[src/rtl/nibbler_fetch.sv]
// nibbler_fetch: instruction fetch/decode front end for the 4-bit Nibbler core.
// Fetches 1-byte (short) or 2-byte (long, bit 7 set) instructions from a
// combinational program ROM, presents the decoded fields for one EXEC cycle,
// and loads the branch target into the PC when execute asks for a long jump.
module nibbler_fetch (
  input  logic        clk,
  input  logic        reset,
  output logic [11:0] rom_addr,
  input  logic [7:0]  rom_data,
  input  logic        stall,
  input  logic        jump_take,
  output logic        instr_valid,
  output logic [3:0]  opcode,
  output logic [3:0]  imm4,
  output logic [11:0] target,
  output logic [11:0] pc_out
);

  localparam int unsigned ADDR_W = 12;
  localparam int unsigned BYTE_W = 8;
  localparam int unsigned IR_W   = 16;

  typedef enum logic [1:0] {
    S_FETCH1 = 2'd0,
    S_FETCH2 = 2'd1,
    S_EXEC   = 2'd2
  } state_t;

  state_t              r_state;
  state_t              w_state_next;

  logic [ADDR_W-1:0]   r_pc;
  logic [ADDR_W-1:0]   w_pc_next;
  logic [IR_W-1:0]     r_ir;
  logic [IR_W-1:0]     w_ir_next;
  logic [ADDR_W-1:0]   r_pc_out;
  logic [ADDR_W-1:0]   w_pc_out_next;
  logic [ADDR_W-1:0]   r_target;
  logic [ADDR_W-1:0]   w_target_next;
  logic                r_instr_valid;
  logic                w_instr_valid_next;

  logic [ADDR_W-1:0]   w_pc_inc;
  logic                w_is_long;

  // PC increment wraps naturally at 4096
  assign w_pc_inc  = r_pc + ADDR_W'(1);
  assign w_is_long = r_ir[IR_W-1];

  // State register
  always_ff @(posedge clk) begin
    if (reset) begin
      r_state <= S_FETCH1;
    end else begin
      r_state <= w_state_next;
    end
  end

  // Next-state and next-datapath values; stall freezes everything
  always_comb begin
    w_state_next       = r_state;
    w_pc_next          = r_pc;
    w_ir_next          = r_ir;
    w_pc_out_next      = r_pc_out;
    w_target_next      = r_target;
    w_instr_valid_next = r_instr_valid;

    if (!stall) begin
      case (r_state)
        S_FETCH1: begin
          // New instruction: capture opcode byte, clear the operand byte
          w_ir_next     = {rom_data, BYTE_W'(0)};
          w_pc_out_next = r_pc;
          w_pc_next     = w_pc_inc;
          w_target_next = ADDR_W'(0);
          w_state_next  = rom_data[BYTE_W-1] ? S_FETCH2 : S_EXEC;
        end
        S_FETCH2: begin
          w_ir_next     = {r_ir[IR_W-1:BYTE_W], rom_data};
          w_pc_next     = w_pc_inc;
          w_target_next = {r_ir[BYTE_W+3:BYTE_W], rom_data};
          w_state_next  = S_EXEC;
        end
        S_EXEC: begin
          // Only long instructions carry a target worth jumping to
          if (jump_take && w_is_long) begin
            w_pc_next = r_target;
          end
          w_state_next = S_FETCH1;
        end
        default: begin
          w_state_next = S_FETCH1;
        end
      endcase
      w_instr_valid_next = (w_state_next == S_EXEC);
    end
  end

  // Datapath and registered outputs
  always_ff @(posedge clk) begin
    if (reset) begin
      r_pc          <= ADDR_W'(0);
      r_ir          <= IR_W'(0);
      r_pc_out      <= ADDR_W'(0);
      r_target      <= ADDR_W'(0);
      r_instr_valid <= 1'b0;
    end else begin
      r_pc          <= w_pc_next;
      r_ir          <= w_ir_next;
      r_pc_out      <= w_pc_out_next;
      r_target      <= w_target_next;
      r_instr_valid <= w_instr_valid_next;
    end
  end

  assign rom_addr    = r_pc;
  assign instr_valid = r_instr_valid;
  assign opcode      = r_ir[IR_W-1:IR_W-4];
  assign imm4        = r_ir[IR_W-5:IR_W-8];
  assign target      = r_target;
  assign pc_out      = r_pc_out;

endmodule
[config.mk]
export PLATFORM = sky130hd
export DESIGN_NAME = nibbler_fetch
export DESIGN_NICKNAME = d
export VERILOG_FILES = /design/src/rtl/nibbler_fetch.sv
export SDC_FILE = /design/constraint.sdc
export NUM_CORES = 1
export LEC_CHECK = 0
export CORE_MARGIN = 1.5
export CORE_UTILIZATION = 47
export CTS_CLUSTER_DIAMETER = 60
export CTS_CLUSTER_SIZE = 10
export DETAILED_ROUTE_END_ITERATION = 7
export DONT_BUFFER_PORTS = 1
export SYNTH_ARGS = -nofsm -noshare
export SYNTH_HDL_FRONTEND = slang
export SYNTH_SLANG_ARGS = --single-unit
[constraint.sdc]
create_clock -name clk -period 1.8 [get_ports clk]
set_clock_uncertainty 0.2 [all_clocks]
set_input_delay 0.18 -clock clk [delete_from_list [all_inputs] [get_ports clk]]
set_output_delay 0.18 -clock clk [all_outputs]
set_load 0.01 [all_outputs]
==> flow_summary.ini <==
[power]
internal_power_mw = 1.474
p_seq_share_pct = 55.1
clock_power_share_pct = 32.1
power_density_nw_per_um2 = 843.2
power_frac_comb_pct = 12.8
p_leak_nw = 0.8095
irDropWorstVdd_uv = 399.4
switchingPower_mw = 0.5360
p_sw_share_pct = 26.67

[run_status]
violations = hold timing
status = finished, violations left

[place]
placedCellCount = 309
gp_congestion = 0.7928
dp_hpwl_mm = 3.615
port_buffers = 0

[timing]
finalSetupViolCount = 0
hold_violations = 1
holdWs_ns = -0.01099
period_share_pct = 91.76
fin_tns_setup_ns = 0
tightestPinTransition_ns = 0.4191
fmax_mhz = 605.4
timing.final.max_slew_violations = 0
rsz0062_at_grt = false
relSlewSlack_pct = 72.06
period_minus_slack_ns = 1.652

[logic_synthesis]
synthDistinctLibCells = 41
synthCells = 259
postSynthAreaPerCell_um2 = 7.947
synth-main-ff-cell = dfxtp_1
ys_ff_latch = 47
syn_nets = 272
async_flop_share_pct = 0
syn-cell-area_um2 = 2058
synth_edf_count = 0
yosysSeqAreaShare_pct = 45.71
synth.yosys.warnings = 0

[floorplanning]
core.rowCount = 23
die-area_um2 = 4785
die_h_um = 69.18
ios = 57
fp.dieW_um = 69.18
start_util_pct = 50.02
core_um2 = 4115

[global_route]
grt_pass1_vias = 1762
grt_max_degree = 51
antenna_found_initial = 0
grt_pass1_wl_mm = 8.983
grt_use_total_pct = 22.98
grt-ovfl-total = 0

[cts]
clk_pin_slew_ns = 0.08
numCtsBuffers = 5
clockBufferDepth = 2
cts.sinks = 47
root_buffer = clkbuf_8
cts_tree = done
clock_latency_ns = 0.30
cts.htree.levels = 2
cts_setup_buffers = 0

[layout]
fill_cells = 393
regArea_um2 = 940.9
diodes = 0
multi_input_comb_area_um2 = 1006
final_cells = 327
area_growth_pct = 15.81
layout.nets = 290
layout-drive-gt1-share_pct = 14.08

[worst_setup_path]
critPathArrivalTime_ns = 1.63
critical_path.endpoint_type = register
cp-start-kind = register
critical_path.max_fanout = 6
crit_type = reg2reg
regToRegSetupSlack_ns = 0.15
timing.rr.end = rom_addr[6]
rr_startpoint = rom_addr[0]
startpoint = rom_addr[0]
reg2reg_depth = 5
cp.required_ns = 1.78
endpoint = rom_addr[6]

[routing]
avgViaCountPerCell = 5.758
ant_nets = 0
vias = 1883
wl_per_cell_um = 16.21
postRouteWirelength_mm = 5.300
first_pass_iters = 5
dr.first_iter.drc_count = 148
drc = 0

[worst_hold_path]
hp-class = in2reg
min_path_cells = 3

[job]
max_cap_viol_count = 0
==> worst min path at each step <==
| stage | slack, ns | end | from |
|---|---|---|---|
| floorplan | 0.12 | r_ir[12] | rom_data[4] |
| global placement | 0.05 | rom_addr[5] | reset |
| CTS | 0.06 | target[0] | stall |
| global route | 0.02 | rom_addr[0] | jump_take |
| detailed placement | 0.05 | rom_addr[5] | reset |
| finish | -0.01 | rom_addr[0] | jump_take |
==> cell usage after synthesis, types with 3 or more instances <==
library cell / n / area, um2
clkbuf_1: 5 / 18.77
nand4_1: 4 / 25.02
and2_1: 3 / 18.77
o21ai_0: 13 / 65.06
nor3_1: 4 / 20.02
buf_6: 3 / 33.78
nor2_1: 7 / 26.28
a21oi_1: 42 / 210.2
inv_1: 3 / 11.26
buf_2: 5 / 25.02
buf_4: 3 / 22.52
dfxtp_1: 47 / 940.9
nand2_1: 61 / 229.0
a31oi_1: 4 / 25.02
nand3_1: 20 / 100.1
==> worst max-delay path, cell delays in order, from the launching register on <==
cell and delay, ns:
dfxtp_1 0.36, ha_1 0.29, nand2_1 0.15, or3_1 0.32, o21ai_0 0.12, a211oi_2 0.10
==> repair_timing <==
action	in CTS	in global routing
resized for setup	0	3
setup endpoints to repair	0	32
hold endpoints to repair	47	0
hold buffers	11	0
==> kinds of logic (layout without fill, tap and decap cells) <==
family	count (synthesis)	in the layout	share of synthesized area, %
AOI/OAI and AO/OA	73	73	21.03
DFF	47	47	45.71
and+or+nand+nor	116	116	26.63
adders and majority gates	1	1	0.6078
buffers and inverters	22	40	6.018
==> sequential cells by signal, summed over array words and instances, names as in the netlist <==
| name | flops |
|---|---|
| instr_valid | 1 |
| r_state | 2 |
| r_ir | 8 |
| pc_out | 12 |
| rom_addr | 12 |
| target | 12 |
==> through the flow <==
step	setup slack (ns)	hold slack [ns]	area, um2	power, mW	utilization (%)
after global placement	0.1044	0.05107	2163	1.339	52.57
after floorplan	0.2170	0.1160	2058	1.292	-
final	0.1483	-0.01099	2384	2.010	57.92
after detailed placement	0.05394	0.05197	2163	1.343	52.57
after global routing	0.02841	0.02228	2384	2.095	57.92
after CTS	0.007442	0.05533	2371	2.028	57.62
==> power groups by stage <==
stage	logic, mW	clock network, mW	registers, mW
floorplan	0.159	0	1.13
global placement	0.207	0	1.13
detailed placement	0.211	0	1.13
CTS	0.256	0.665	1.11
global route	0.285	0.697	1.11
finish	0.258	0.645	1.11
==> cell type report <==
cell class | count | area share (%)
inverters | 3 | 0.4724
flip-flops and latches | 47 | 39.47
clock inverters | 1 | 0.2100
multi-input cells | 190 | 42.20
repair buffers | 30 | 11.55
clock buffers | 6 | 3.465
well taps | 50 | 2.625
==> routing by layer <==
metal | track usage (%) | up-vias | part of all wire [%]
met5 | 0 | - | 0
met4 | 8.497 | 0 | 1.6
met3 | 6.686 | 8 | 7.7
met2 | 34.51 | 60 | 47
met1 | 31.38 | 869 | 43
li1 | - | 946 | -
==> placed cells by master, fill, tap and decap left out, types with 3 or more instances in the layout <==
master         netlist  final
nand2_1             61     61
dfxtp_1             47     47
a21oi_1             42     42
nand3_1             20     20
buf_4                3     18
o21ai_0             13     13
dlygate4sd3_1        0     10
nor2_1               7      7
clkbuf_8             0      6
a31oi_1              4      4
nand4_1              4      4
nor3_1               4      4
and2_1               3      3
inv_1                3      3
No activity file was read; power rests on OpenSTA's default activity.
